$ cat src/rtl/crossbar_pkg.sv
// Shared types and sizing helpers for the crossbar scheduler slice.
// Latency: none (declarations only).
// Backpressure: none (declarations only).
package crossbar_pkg;

   localparam int N_DEF  = 4;
   localparam int M_DEF  = 4;
   localparam int LW_DEF = 4;

   // Index width that stays at least one bit wide for single-port builds.
   function automatic int idx_w(input int n);
      return (n > 1) ? $clog2(n) : 1;
   endfunction

   typedef enum logic {IDLE, BUSY} state_t;

endpackage

$ cat src/rtl/crossbar_scheduler_if.sv
// Request/grant bundle between crossbar input ports and the scheduler.
// Latency: wires only.
// Backpressure: grant gates beats; a request is held until done or dropped.
interface crossbar_scheduler_if #(
   parameter int N  = crossbar_pkg::N_DEF,
   parameter int M  = crossbar_pkg::M_DEF,
   parameter int LW = crossbar_pkg::LW_DEF
) ();
   import crossbar_pkg::*;

   localparam int IW = idx_w(N);
   localparam int DW = idx_w(M);

   logic [N-1:0]    req;
   logic [N*DW-1:0] dest;
   logic [N*LW-1:0] len;
   logic [N-1:0]    beat;
   logic [N-1:0]    grant;
   logic [N-1:0]    done;
   logic [M*IW-1:0] out_sel;
   logic [M-1:0]    out_busy;

   modport master (
      output req, dest, len, beat,
      input  grant, done, out_sel, out_busy
   );

   modport slave (
      input  req, dest, len, beat,
      output grant, done, out_sel, out_busy
   );

endinterface

$ cat src/rtl/crossbar_scheduler_rr_arbiter.sv
// Round-robin pick of the first requester at or after ptr, searching cyclically.
// Latency: combinational.
// Backpressure: none; gnt_vld low when no requester is present.
module rr_arbiter
   import crossbar_pkg::*;
#(
   parameter int N  = N_DEF,
   parameter int IW = idx_w(N)
) (
   input  logic [N-1:0]  req,
   input  logic [IW-1:0] ptr,
   output logic [N-1:0]  gnt,
   output logic [IW-1:0] gnt_idx,
   output logic          gnt_vld
);

   logic [IW-1:0] idx;

   // Walk the requesters starting at ptr and keep the first hit.
   always_comb begin
      gnt     = '0;
      gnt_idx = '0;
      gnt_vld = 1'b0;
      idx     = '0;
      for (int k = 0; k < N; k++) begin
         idx = IW'((int'(ptr) + k) % N);
         if (!gnt_vld && req[idx]) begin
            gnt_vld  = 1'b1;
            gnt_idx  = idx;
            gnt[idx] = 1'b1;
         end
      end
   end

endmodule

$ cat src/rtl/crossbar_scheduler.sv
// Per-output round-robin arbiter and burst lock driving crossbar mux selects.
// Latency: req to grant one cycle; release one cycle after last beat, then one idle bubble.
// Backpressure: beat low stalls the burst counter; dropping req aborts the burst.
module crossbar_scheduler
   import crossbar_pkg::*;
#(
   parameter int N  = N_DEF,
   parameter int M  = M_DEF,
   parameter int LW = LW_DEF
) (
   input logic                 clk,
   input logic                 rst_n,
   crossbar_scheduler_if.slave bus
);

   localparam int IW = idx_w(N);
   localparam int DW = idx_w(M);

   logic [M-1:0][N-1:0]  own_vec;
   logic [M-1:0][N-1:0]  done_vec;
   logic [M-1:0][IW-1:0] sel_vec;
   logic [M-1:0]         busy_vec;
   logic [N-1:0]         grant_c;
   logic [N-1:0]         done_c;

   // Grants are decoded purely from per-output flops, so they never depend on
   // this cycle's inputs; done is the only combinational output.
   always_comb begin
      grant_c = '0;
      done_c  = '0;
      for (int j = 0; j < M; j++) begin
         grant_c = grant_c | own_vec[j];
         done_c  = done_c  | done_vec[j];
      end
   end

   assign bus.grant    = grant_c;
   assign bus.done     = done_c;
   assign bus.out_sel  = sel_vec;
   assign bus.out_busy = busy_vec;

   for (genvar j = 0; j < M; j++) begin : g_out
      state_t        state_q;
      logic [IW-1:0] sel_q;
      logic [IW-1:0] ptr_q;
      logic [LW-1:0] cnt_q;
      logic [N-1:0]  cand;
      logic [N-1:0]  arb_gnt;
      logic [IW-1:0] arb_idx;
      logic          arb_vld;
      logic [LW-1:0] len_win;
      logic          busy;
      logic          own_beat;
      logic          own_req;
      logic          last_beat;

      // Inputs already owning some output are excluded, so an input can never
      // be re-granted in the same cycle another output releases it.
      always_comb begin
         cand = '0;
         for (int i = 0; i < N; i++) begin
            cand[i] = bus.req[i] && (bus.dest[i*DW +: DW] == DW'(j)) && !grant_c[i];
         end
      end

      rr_arbiter #(.N(N), .IW(IW)) u_arb (
         .req     (cand),
         .ptr     (ptr_q),
         .gnt     (arb_gnt),
         .gnt_idx (arb_idx),
         .gnt_vld (arb_vld)
      );

      // One-hot mux of the winner's burst length.
      always_comb begin
         len_win = '0;
         for (int i = 0; i < N; i++) begin
            if (arb_gnt[i]) len_win = len_win | bus.len[i*LW +: LW];
         end
      end

      assign busy      = (state_q == BUSY);
      assign own_beat  = bus.beat[sel_q];
      assign own_req   = bus.req[sel_q];
      assign last_beat = busy && own_beat && (cnt_q == '0);

      assign own_vec[j]  = busy ? (N'(1) << sel_q) : '0;
      assign done_vec[j] = last_beat ? own_vec[j] : '0;
      assign sel_vec[j]  = sel_q;
      assign busy_vec[j] = busy;

      // Output FSM: lock to the winner, count beats, release on last beat or abort.
      always_ff @(posedge clk or negedge rst_n) begin
         if (!rst_n) begin
            state_q <= IDLE;
            sel_q   <= '0;
            ptr_q   <= '0;
            cnt_q   <= '0;
         end else begin
            case (state_q)
               IDLE: begin
                  if (arb_vld) begin
                     state_q <= BUSY;
                     sel_q   <= arb_idx;
                     cnt_q   <= len_win;
                  end
               end
               BUSY: begin
                  if (last_beat || !own_req) begin
                     state_q <= IDLE;
                     ptr_q   <= IW'((int'(sel_q) + 1) % N);
                  end else if (own_beat) begin
                     cnt_q <= cnt_q - LW'(1);
                  end
               end
            endcase
         end
      end
   end

endmodule
$ cat src/flat_wrapper.sv
// flat-port wrapper written by rule: the top's interface ports become plain ports
module crossbar_scheduler_flat import crossbar_pkg::*;
#(
   parameter int N  = N_DEF,
   parameter int M  = M_DEF,
   parameter int LW = LW_DEF
)
  (clk, rst_n, bus_req, bus_dest, bus_len, bus_beat, bus_grant, bus_done, bus_out_sel, bus_out_busy);
  crossbar_scheduler_if #(.N(N), .M(M), .LW(LW)) bus_i ();
  input logic clk;
  input logic rst_n;
  input wire logic [$bits(bus_i.req)-1:0] bus_req;
  input wire logic [$bits(bus_i.dest)-1:0] bus_dest;
  input wire logic [$bits(bus_i.len)-1:0] bus_len;
  input wire logic [$bits(bus_i.beat)-1:0] bus_beat;
  output wire logic [$bits(bus_i.grant)-1:0] bus_grant;
  output wire logic [$bits(bus_i.done)-1:0] bus_done;
  output wire logic [$bits(bus_i.out_sel)-1:0] bus_out_sel;
  output wire logic [$bits(bus_i.out_busy)-1:0] bus_out_busy;
  assign bus_i.req = bus_req;
  assign bus_i.dest = bus_dest;
  assign bus_i.len = bus_len;
  assign bus_i.beat = bus_beat;
  assign bus_grant = bus_i.grant;
  assign bus_done = bus_i.done;
  assign bus_out_sel = bus_i.out_sel;
  assign bus_out_busy = bus_i.out_busy;
  crossbar_scheduler #(.N(N), .M(M), .LW(LW)) u_core (.clk(clk), .rst_n(rst_n), .bus(bus_i));
endmodule
$ cat config.mk
export PLATFORM = sky130hd
export DESIGN_NAME = crossbar_scheduler_flat
export DESIGN_NICKNAME = d
export VERILOG_FILES = /design/src/rtl/crossbar_pkg.sv /design/src/rtl/crossbar_scheduler_if.sv /design/src/rtl/crossbar_scheduler_rr_arbiter.sv /design/src/rtl/crossbar_scheduler.sv /design/src/flat_wrapper.sv
export SDC_FILE = /design/constraint.sdc
export NUM_CORES = 1
export LEC_CHECK = 0
export CAP_MARGIN = 20
export CORE_UTILIZATION = 47
export CTS_BUF_LIST = sky130_fd_sc_hd__clkbuf_2
export DETAILED_ROUTE_END_ITERATION = 8
export GPL_TIMING_DRIVEN = 1
export MAX_ROUTING_LAYER = met4
export PLACE_DENSITY = 0.67
export REMOVE_ABC_BUFFERS = 1
export SYNTH_ARGS = -nofsm -noshare
export SYNTH_HDL_FRONTEND = slang
export SYNTH_SLANG_ARGS = --single-unit
$ cat constraint.sdc
create_clock -name clk -period 4 [get_ports clk]
set_input_delay 0.6 -clock clk [delete_from_list [all_inputs] [get_ports clk]]
set_output_delay 0.6 -clock clk [all_outputs]
set_load 0.005 [all_outputs]
==> reports/results.txt <==
status - finished, final reports clean
# nets final - 790
fmax - 270 MHz
CTS tree - built
clk sink count - 36
area occupied by multi-input gates - 4090 sq um
Top Ports - 54
GP Congestion - 0.977
DRC viols - 0
critical path required time - 3.40 ns
share of cells above drive strength 1 - 0.0970
remaining global-route overflow - 0
area delta synth->final - 13.5%
Max-slew headroom - 0.391
Max FO, Critical Path - 8
Seq cells post-synth - 36
Post CTS Setup Buffer Count - 0
Top FF cell, synth - dfrtp_1
Crit path max-delay family - simple AND/OR/NAND/NOR gates
initial antenna violation count - 0
register share of total power - 0.210
Area after DPL - 5980 sq um
post-CTS sizing - 0
VDD IR max - 0.546 mV
Detail Placement HPWL - 14000 microns
worst clock skew - 0.0401 ns
Switching Fraction - 0.537
Clock Tree Buf Depth - 2
clk_lat worst skew - 0.49 ns
IO Port Bufs - 53
filler cell count - 1043
DRT Pass-1 Iters - 7
routed vias/inst - 6.96
antenna-violating nets left - 0
Worst Max-Slew Pin Slew - 0.913 ns
Row Count - 38
first-pass GRT wire length - 29600 microns
Worst Setup Start Kind - register
setup tns final - 0 ns
Clock power frac - 0.058
hold buffers post-CTS - 0
Worst setup EP type - output pin
CTS Root Buffer Type - clkbuf_2
fin. max-slew vios - 0
pwr/cell area - 715 nW/um^2
Cell Chain, Critical Path - mux4_2, nor4b_1, a32oi_1, nand2_1, clkdlybuf4s50_1
part of the Yosys area used for sequential elements - 0.169
initial DRC count - 761
Die ar. - 11800 sq um
min cycle time layout - 3.71 ns
Setup CP Type - register to output pin
die width - 108 microns
Setup Viol. Count Final - 0
P_leak - 2.46 nW
WL/cell - 22.8 microns
CTS H-tree depth - 2
final WL - 19200 microns
Hold Crit Class - primary input to async pin
final hold viol count - 0
CTS clock-pin slew for the worst setup and hold paths - 0.23 ns
unrepaired setup endpoints after global routing - false
Chip Height - 108 microns
Pint - 0.00200 W
Core Area - 10900 sq um
Worst path slowest cell - nor4b_1
post-route cell area - 6050 sq um
Starting Density - 0.487
Critical Path AT - 3.11 ns
max_cap viols - 0
sw power - 0.00232 W
TritonCTS Buffers - 5
combinational share of power - 0.732
Post-synth EDFFs - 0
Buffers & Inverters on Critical Path - 1
post-synthesis async set-or-reset flop share - 1.00
Reg area - 901 sq um
syn avg cell area - 8.18 sq um
Post-Syn Area - 5330 sq um
Tot GR Track Use - 0.345
period utilization - 0.927
post-synth cell types - 71
slowest cell delay on critical path - 0.69 ns
yosys warns - 0
largest net degree at the start of global routing - 37
vias in the first global route - 5438
Vias - 5863
synthesized instance count - 652
kinds of logic after synthesis:
family / count (synthesis) / synth area share
mux: 24 / 0.0955
flops: 36 / 0.169
buf+inv: 68 / 0.0636
compound gates: 225 / 0.306
fa+ha+maj: 56 / 0.131
simple gates: 243 / 0.234
worst paths after layout:
path | startpoint | end | slack (ns) | cells after the start
worst max-delay path | u_core.g_out[0].sel_q[0]$_DFFE_PN0P_ | bus_done[3] | 0.29 | 5
min in group clk | u_core.g_out[3].cnt_q[3]$_DFFE_PN0P_ | u_core.g_out[3].cnt_q[3]$_DFFE_PN0P_ | 0.60 | 2
worst max register to register | u_core.g_out[2].sel_q[0]$_DFFE_PN0P_ | u_core.g_out[0].cnt_q[3]$_DFFE_PN0P_ | 0.37 | 10
max in group asynchronous | rst_n | u_core.g_out[3].sel_q[1]$_DFFE_PN0P_ | 3.19 | 1
worst min-delay path | rst_n | u_core.g_out[0].ptr_q[0]$_DFFE_PN0P_ | 0.20 | 1
worst min register to register | u_core.g_out[3].cnt_q[3]$_DFFE_PN0P_ | u_core.g_out[3].cnt_q[3]$_DFFE_PN0P_ | 0.60 | 2
metal layers:
| layer | share of wire | GRT usage | vias to the layer above |
|---|---|---|---|
| li1 | - | - | 2671 |
| met2 | 0.44 | 0.519 | 355 |
| met3 | 0.11 | 0.0621 | 39 |
| met1 | 0.42 | 0.459 | 2798 |
| met5 | 0 | - | - |
| met4 | 0.032 | 0.133 | 0 |
state kept, by name, indices dropped and copies added, names as in the netlist:
signal / flops
u_core.g_out.cnt_q: 16
u_core.g_out.sel_q: 8
u_core.g_out.ptr_q: 8
u_core.g_out.busy: 4
per-stage QoR:
stage	utilization	hold slack [ns]	total power, W	worst slack, ns	cells
after floorplan	-	0.304	0.00292	0.903	618
after global placement	0.547	0.561	0.00392	0.369	833
after detailed placement	0.547	0.569	0.00398	0.360	833
after CTS	0.553	0.213	0.00425	0.310	841
after global routing	0.553	0.246	0.00467	0.105	841
final	0.553	0.197	0.00433	0.294	842
synth_stat cells, drive strengths merged (6+ instances only):
cell	n	share of area
a22oi	36	0.051
nand3	40	0.038
a31oi	20	0.023
a21o	11	0.016
nor2	46	0.032
and3	7	0.0085
ha	56	0.13
a221oi	12	0.020
a222oi	9	0.017
o21ai	33	0.031
buf	16	0.021
clkbuf	18	0.018
a22o	11	0.019
dfrtp	36	0.17
nand2	65	0.046
mux4	21	0.089
and4	6	0.0099
nor4b	6	0.0099
nand4	13	0.015
o41ai	6	0.013
a21oi	30	0.028
nor3	16	0.015
or3	6	0.0099
inv	33	0.023
nor4	7	0.0082
area by class of cell:
class                   instances  area share
well taps                     140      0.0290
repair buffers                 75       0.114
multi-input cells             548       0.676
clock buffers                   5     0.00414
clock inverters                 3     0.00620
flip-flops and latches         36       0.149
inverters                      34      0.0211
diodes                          1    0.000414
worst reg2reg max path, stage by stage (launching register included):
cell and delay [ns]:
dfrtp_1 0.63, inv_1 0.12, ha_1 0.26, a22oi_1 0.52, nand4_1 0.46, mux4_2 0.65
nand3_1 0.11, a31oi_1 0.13, a21o_1 0.19, a222oi_1 0.37, a21oi_1 0.11
layout by cell type, fill, tap and decap left out, types with 7 or more instances in the layout:
cell              n
a21o_1           10
ha_1             56
a222oi_1          9
clkdlybuf4s50_1  52
nand2_1          65
o21ai_0          31
a31oi_1          20
nand4_1          13
mux4_2           20
nand3_1          40
nor2_1           46
inv_1            33
a221oi_1         12
dfrtp_1          36
nor3_1           16
a21oi_1          30
buf_4            22
a22oi_1          36
nor4_1            7
power by group through the flow:
stage / Clock, W / Sequential [W] / Combinational, W
detailed placement: 0 / 0.000904 / 0.00307
finish: 0.000251 / 0.000908 / 0.00317
global route: 0.000272 / 0.000946 / 0.00346
global placement: 0 / 0.000900 / 0.00302
floorplan: 0 / 0.000859 / 0.00206
CTS: 0.000259 / 0.000898 / 0.00309
Note: power is estimated with default switching activity, not from simulation.
==> patch 1: new RTL, config.mk and constraints unchanged <==
Make the reset (`rst_n`) synchronous in one clocked block.
--- a/src/rtl/crossbar_scheduler.sv
+++ b/src/rtl/crossbar_scheduler.sv
@@ -91,5 +91,5 @@
 
       // Output FSM: lock to the winner, count beats, release on last beat or abort.
-      always_ff @(posedge clk or negedge rst_n) begin
+      always_ff @(posedge clk) begin
          if (!rst_n) begin
             state_q <= IDLE;
Function: not settled (the Yosys comparison gave no result); the edit may change what the design does.
==> patch 1 against the unedited design <==
Critical path depth increased by 4; sequential share of layout area decreased by 2.9 points; sequential cell count unchanged; setup slack got worse by 0.066 ns; synthesized area decreased by 0.66%; hold slack improved by 0.32 ns; wire length increased by 5.6%; design area decreased by 0.56%; critical path type is now flip-flop to flip-flop; largest cell class unchanged; highest routed layer unchanged.
Power is not compared: it rests on default switching activity, and its combinational part moved more than twofold at a synthesized area within 25%.
==> patch 1: results (changes against the unedited design) <==
* GRT Total Usage at 0.359 (+0.0139)
* TritonRoute pass-1 iters at 8 (+1)
* Commonest cells post-synth: 63 x nand2_1, 60 x nor2_1, 56 x ha_1
* Hold path startpoint: u_core.g_out[2].cnt_q[3]$_SDFFE_PN0P_
* Worst Setup SP: u_core.g_out[2].sel_q[0]$_SDFFE_PN0P_
* HP Class: flip-flop to flip-flop
* WHS Path Cells at 2
* Clock skew at 0.0222 ns (-0.0179 ns)
* Clock Pin Slew Worst Setup and Hold Paths at 0.21 ns (-0.02 ns)
* Largest net degree at the start of global routing at 24 (-35%)
* Placed cell areas at 5990 um2 (+0.10%)
* Worst setup endpoint: u_core.g_out[3].cnt_q[2]$_SDFFE_PN0P_
* Max-slew headroom at 0.362 (-0.0297)
* Global Route met2 Usage at 0.538 (+0.0192)
* Final HPWL DP at 15.2 mm (+8.3%)
* Share of cells above drive strength 1 at 0.0684 (-0.0286)
* Root Buffer: clkbuf_2
* Async set-or-reset flop fraction in the synthesized netlist at 0 (-1.00)
* Synthesis Warnings at 0 (unchanged)
* Nets at 838 (+6.1%)
* Outcome: finished, final reports clean
* Clock latency at the later pin of the worst-skew pair at 0.44 ns (-0.05 ns)
* VDD IR-drop max at 0.000181 V
* Seq/Total Area, Yosys at 0.136 (-0.0329)
* R2r setup slk at 0.23 ns (-0.14 ns)
* First-pass GRT wire length at 30.6 mm (+3.1%)
* CTS resizes at 0 (unchanged)
* FILL cells at 1076 (+3.2%)
* Crit-path max FO at 12 (+4)
* Worst setup path category: flip-flop to flip-flop
* Biggest regs: u_core.g_out.cnt_q: 16 flops, u_core.g_out.ptr_q: 8 flops, u_core.g_out.sel_q: 8 flops
* Num CTS Buffers at 5 (unchanged)
* Leakage at 0.00239 uW
* Hold worst-path end: u_core.g_out[2].cnt_q[3]$_SDFFE_PN0P_
* Setup Fix Bufs, Post-CTS at 0 (unchanged)
* Ant diodes at 0 (-1)
* Initial antenna violation count at 0 (unchanged)
* Netlist cell types at 73 (+2.8%)
* Met1 usage at 0.479 (+0.0197)
* H-Tree Depth at 2 (unchanged)
* Top-area cell type share of the netlist area at 0.136 (-0.0329)
* Sw frac at 0.506
* Top cells by area, synth: dfxtp_1 14%, ha_1 13%, mux4_2 6.0%
* DR iter-0 viols at 941 (+24%)
* Vias in the first global route at 5509 (+1.3%)
* Gpl congestion at 0.960 (-1.8%)
* Crit path DAT at 4.09 ns (+0.98 ns)
* WL final at 20.2 mm (+5.6%)
* Via/cell ratio at 6.97 (about the same)
* GR Util met3 at 0.0597 (-0.00241)
* CTS Buffer Depth at 2 (unchanged)
* R2R depth at 9 (-1)
[patch 1: worst max-delay path: stages (launching register included)]
cell       delay [ns]
dfxtp_1          0.54
inv_1            0.15
ha_1             0.29
a22o_1           0.37
or3_1            0.53
mux4_2           0.63
a311oi_1         0.39
o2bb2ai_1        0.18
a222oi_1         0.42
a21oi_1          0.12
[patch 1: cell type report]
type                    instances  area, um2  share of cell area
repair buffers                 76        703               0.117
flip-flops and latches         36        721               0.120
well taps                     140        175              0.0291
multi-input cells             589       4240               0.705
inverters                      40        150              0.0250
clock buffers                   5       25.0             0.00416
[patch 1: metrics by stage]
stage               total power [uW]  hold WS, ns  std cells  worst slack, ns
floorplan                       1500        0.472        665            0.796
global placement                2000        0.485        881            0.456
detailed placement              2010        0.487        881            0.359
CTS                             2190        0.511        886            0.333
global route                    2380        0.542        886          0.00481
finish                          2230        0.518        886            0.228
[patch 1: power groups by stage]
stage | sequential (uW) | clock, uW | combinational (uW)
finish | 556 | 171 | 1500
global route | 567 | 187 | 1620
CTS | 551 | 172 | 1460
detailed placement | 559 | 0 | 1450
global placement | 559 | 0 | 1440
floorplan | 553 | 0 | 945
[patch 1: layer usage]
layer | wire [um] | part of all wire
met1 | 8200 | 0.40
met2 | 8800 | 0.43
met3 | 2580 | 0.13
met4 | 667 | 0.033
met5 | 0 | 0
[patch 1: cell families after synthesis]
kind of cell	share of synthesized area
and+or+nand+nor	0.242
xor gates and xnor gates	0.00993
buffers and inverters	0.0629
muxes	0.0711
AOI/OAI and AO/OA	0.345
DFF	0.136
adders and majority gates	0.132
==> patch 2: new RTL, config.mk and constraints unchanged <==
Without the edit above. Set the package constant `N_DEF` to 5 (it was 4).
--- a/src/rtl/crossbar_pkg.sv
+++ b/src/rtl/crossbar_pkg.sv
@@ -4,5 +4,5 @@
 package crossbar_pkg;
 
-   localparam int N_DEF  = 4;
+   localparam int N_DEF  = 5;
    localparam int M_DEF  = 4;
    localparam int LW_DEF = 4;
Ports: changed (7 resized); port bits go from 54 to 68. No check against the original RTL was run, so the function may have changed too.
==> patch 2 against the unedited design <==
The run now ends with negative setup slack left; design area rose to 2.9 times the old value; critical path depth increased by 18; wire length increased by 140%; sequential cell count increased by 8; setup slack lost 0.61 ns; global-route usage grew 1.6 points; synthesized area rose by 110%; largest cell class unchanged; non-clock buffer count is 437 higher; critical path type is now flip-flop to flip-flop; utilization rose by 19 points.
Power is not shown: default switching activity piles up to over one toggle a cycle in this logic, so the estimate is an artifact.
==> patch 2: results (changes against the unedited design) <==
* Post-synthesis xor/xnor area fraction at 0.0467 (+0.0467)
* Placed cell areas at 14600 um2 (+140%)
* Failing checks: negative setup slack
* Biggest regs: u_core.g_out.cnt_q: 16 flops, u_core.g_out.ptr_q: 12 flops, u_core.g_out.sel_q: 12 flops
* Nets at 2149 (+170%)
* Worst setup path category: flip-flop to flip-flop
* Clock Pin Slew Worst Setup and Hold Paths at 0.29 ns (+0.06 ns)
* Crit path DAT at 4.73 ns (+1.62 ns)
* Avg Inst Size Synth at 7.51 um2 (-8.2%)
* Outcome: complete, but fails checks
* Gpl congestion at 1.01 (+3.0%)
* Post-Place Worst Slack at -0.473 ns (-0.833 ns)
* Post-synthesis mux area share at 0.0507 (-0.0448)
* Compound-Gate Fraction of Synth Area at 0.333 (+0.0270)
* Final setup margin at -0.313 ns (-0.607 ns)
* Cell count after placement at 2161 (+160%)
* Commonest cells post-synth: 135 x ha_1, 133 x nand2_1, 114 x nor2_1
* Top delay family on crit path: compound AO/OA/AOI/OAI gates
* Share of cells above drive strength 1 at 0.405 (+0.308)
* Clock latency at the later pin of the worst-skew pair at 0.52 ns (+0.03 ns)
* Reg2reg start: u_core.g_out[3].ptr_q[1]$_DFFE_PN0P_
* DR WL/cell at 20.3 um (-11%)
* Ant diodes at 0 (-1)
* Final HPWL DP at 33.2 mm (+140%)
* Crit-path max FO at 5 (-3)
* Setup violations, final at 19 (+19)
* WL final at 46.4 mm (+140%)
* Largest stage delay, worst path at 0.47 ns (-0.22 ns)
* Routed vias at 14259 (+140%)
* Vias in the first global route at 13119 (+140%)
* First-pass GRT wire length at 68.7 mm (+130%)
* Crit-path slowest cell: dfrtp_1
* Largest net degree at the start of global routing at 26 (-30%)
* Setup tns final at -3.33 ns (-3.33 ns)
* Fin Hold WS at 0.0389 ns (-0.159 ns)
* R2r endpoint: u_core.g_out[3].cnt_q[1]$_DFFE_PN0P_
[patch 2: cell types whose count changed after synthesis, moves of 14 or more]
| cell | unedited run | this run |
|---|---|---|
| nor2_1 | 46 | 114 |
| nand2_1 | 65 | 133 |
| ha_1 | 56 | 135 |
| a21oi_1 | 30 | 99 |
| o21ai_0 | 31 | 74 |
| mux4_2 | 20 | 6 |
| mux2i_1 | 0 | 28 |
| buf_2 | 4 | 21 |
| xnor2_1 | 0 | 48 |
| nor3_1 | 16 | 52 |
| nand2b_1 | 5 | 35 |
| inv_1 | 33 | 96 |
[patch 2: final cells by class]
| cell class | instances | area, um2 | share of cell area |
|---|---|---|---|
| clock buffers | 5 | 25.0 | 0.00142 |
| inverters | 113 | 438 | 0.0249 |
| multi-input cells | 1293 | 11400 | 0.647 |
| well taps | 319 | 399 | 0.0227 |
| flip-flops and latches | 44 | 1100 | 0.0627 |
| clock inverters | 2 | 12.5 | 0.000712 |
| repair buffers | 512 | 4230 | 0.241 |
[patch 2: cell families after synthesis]
group / Yosys count
AOI/OAI and AO/OA: 505
xor gates and xnor gates: 56
adders and majority gates: 138
buffers and inverters: 168
DFF: 44
muxes: 48
and+or+nand+nor: 546
[patch 2: timing repair]
item / 4_1_cts / 5_1_grt
gates cloned: 0 / 1
setup endpoints to repair: 30 / 35
resized for setup: 211 / 207
pin swaps: 103 / 133
setup buffers: 71 / 55
[patch 2: per-layer routing]
layer / track usage / vias up / share of wire
met3: 0.0413 / 176 / 0.061
met5: - / - / 0
met4: 0.153 / 0 / 0.047
met1: 0.444 / 6785 / 0.41
met2: 0.600 / 662 / 0.48
li1: - / 6636 / -
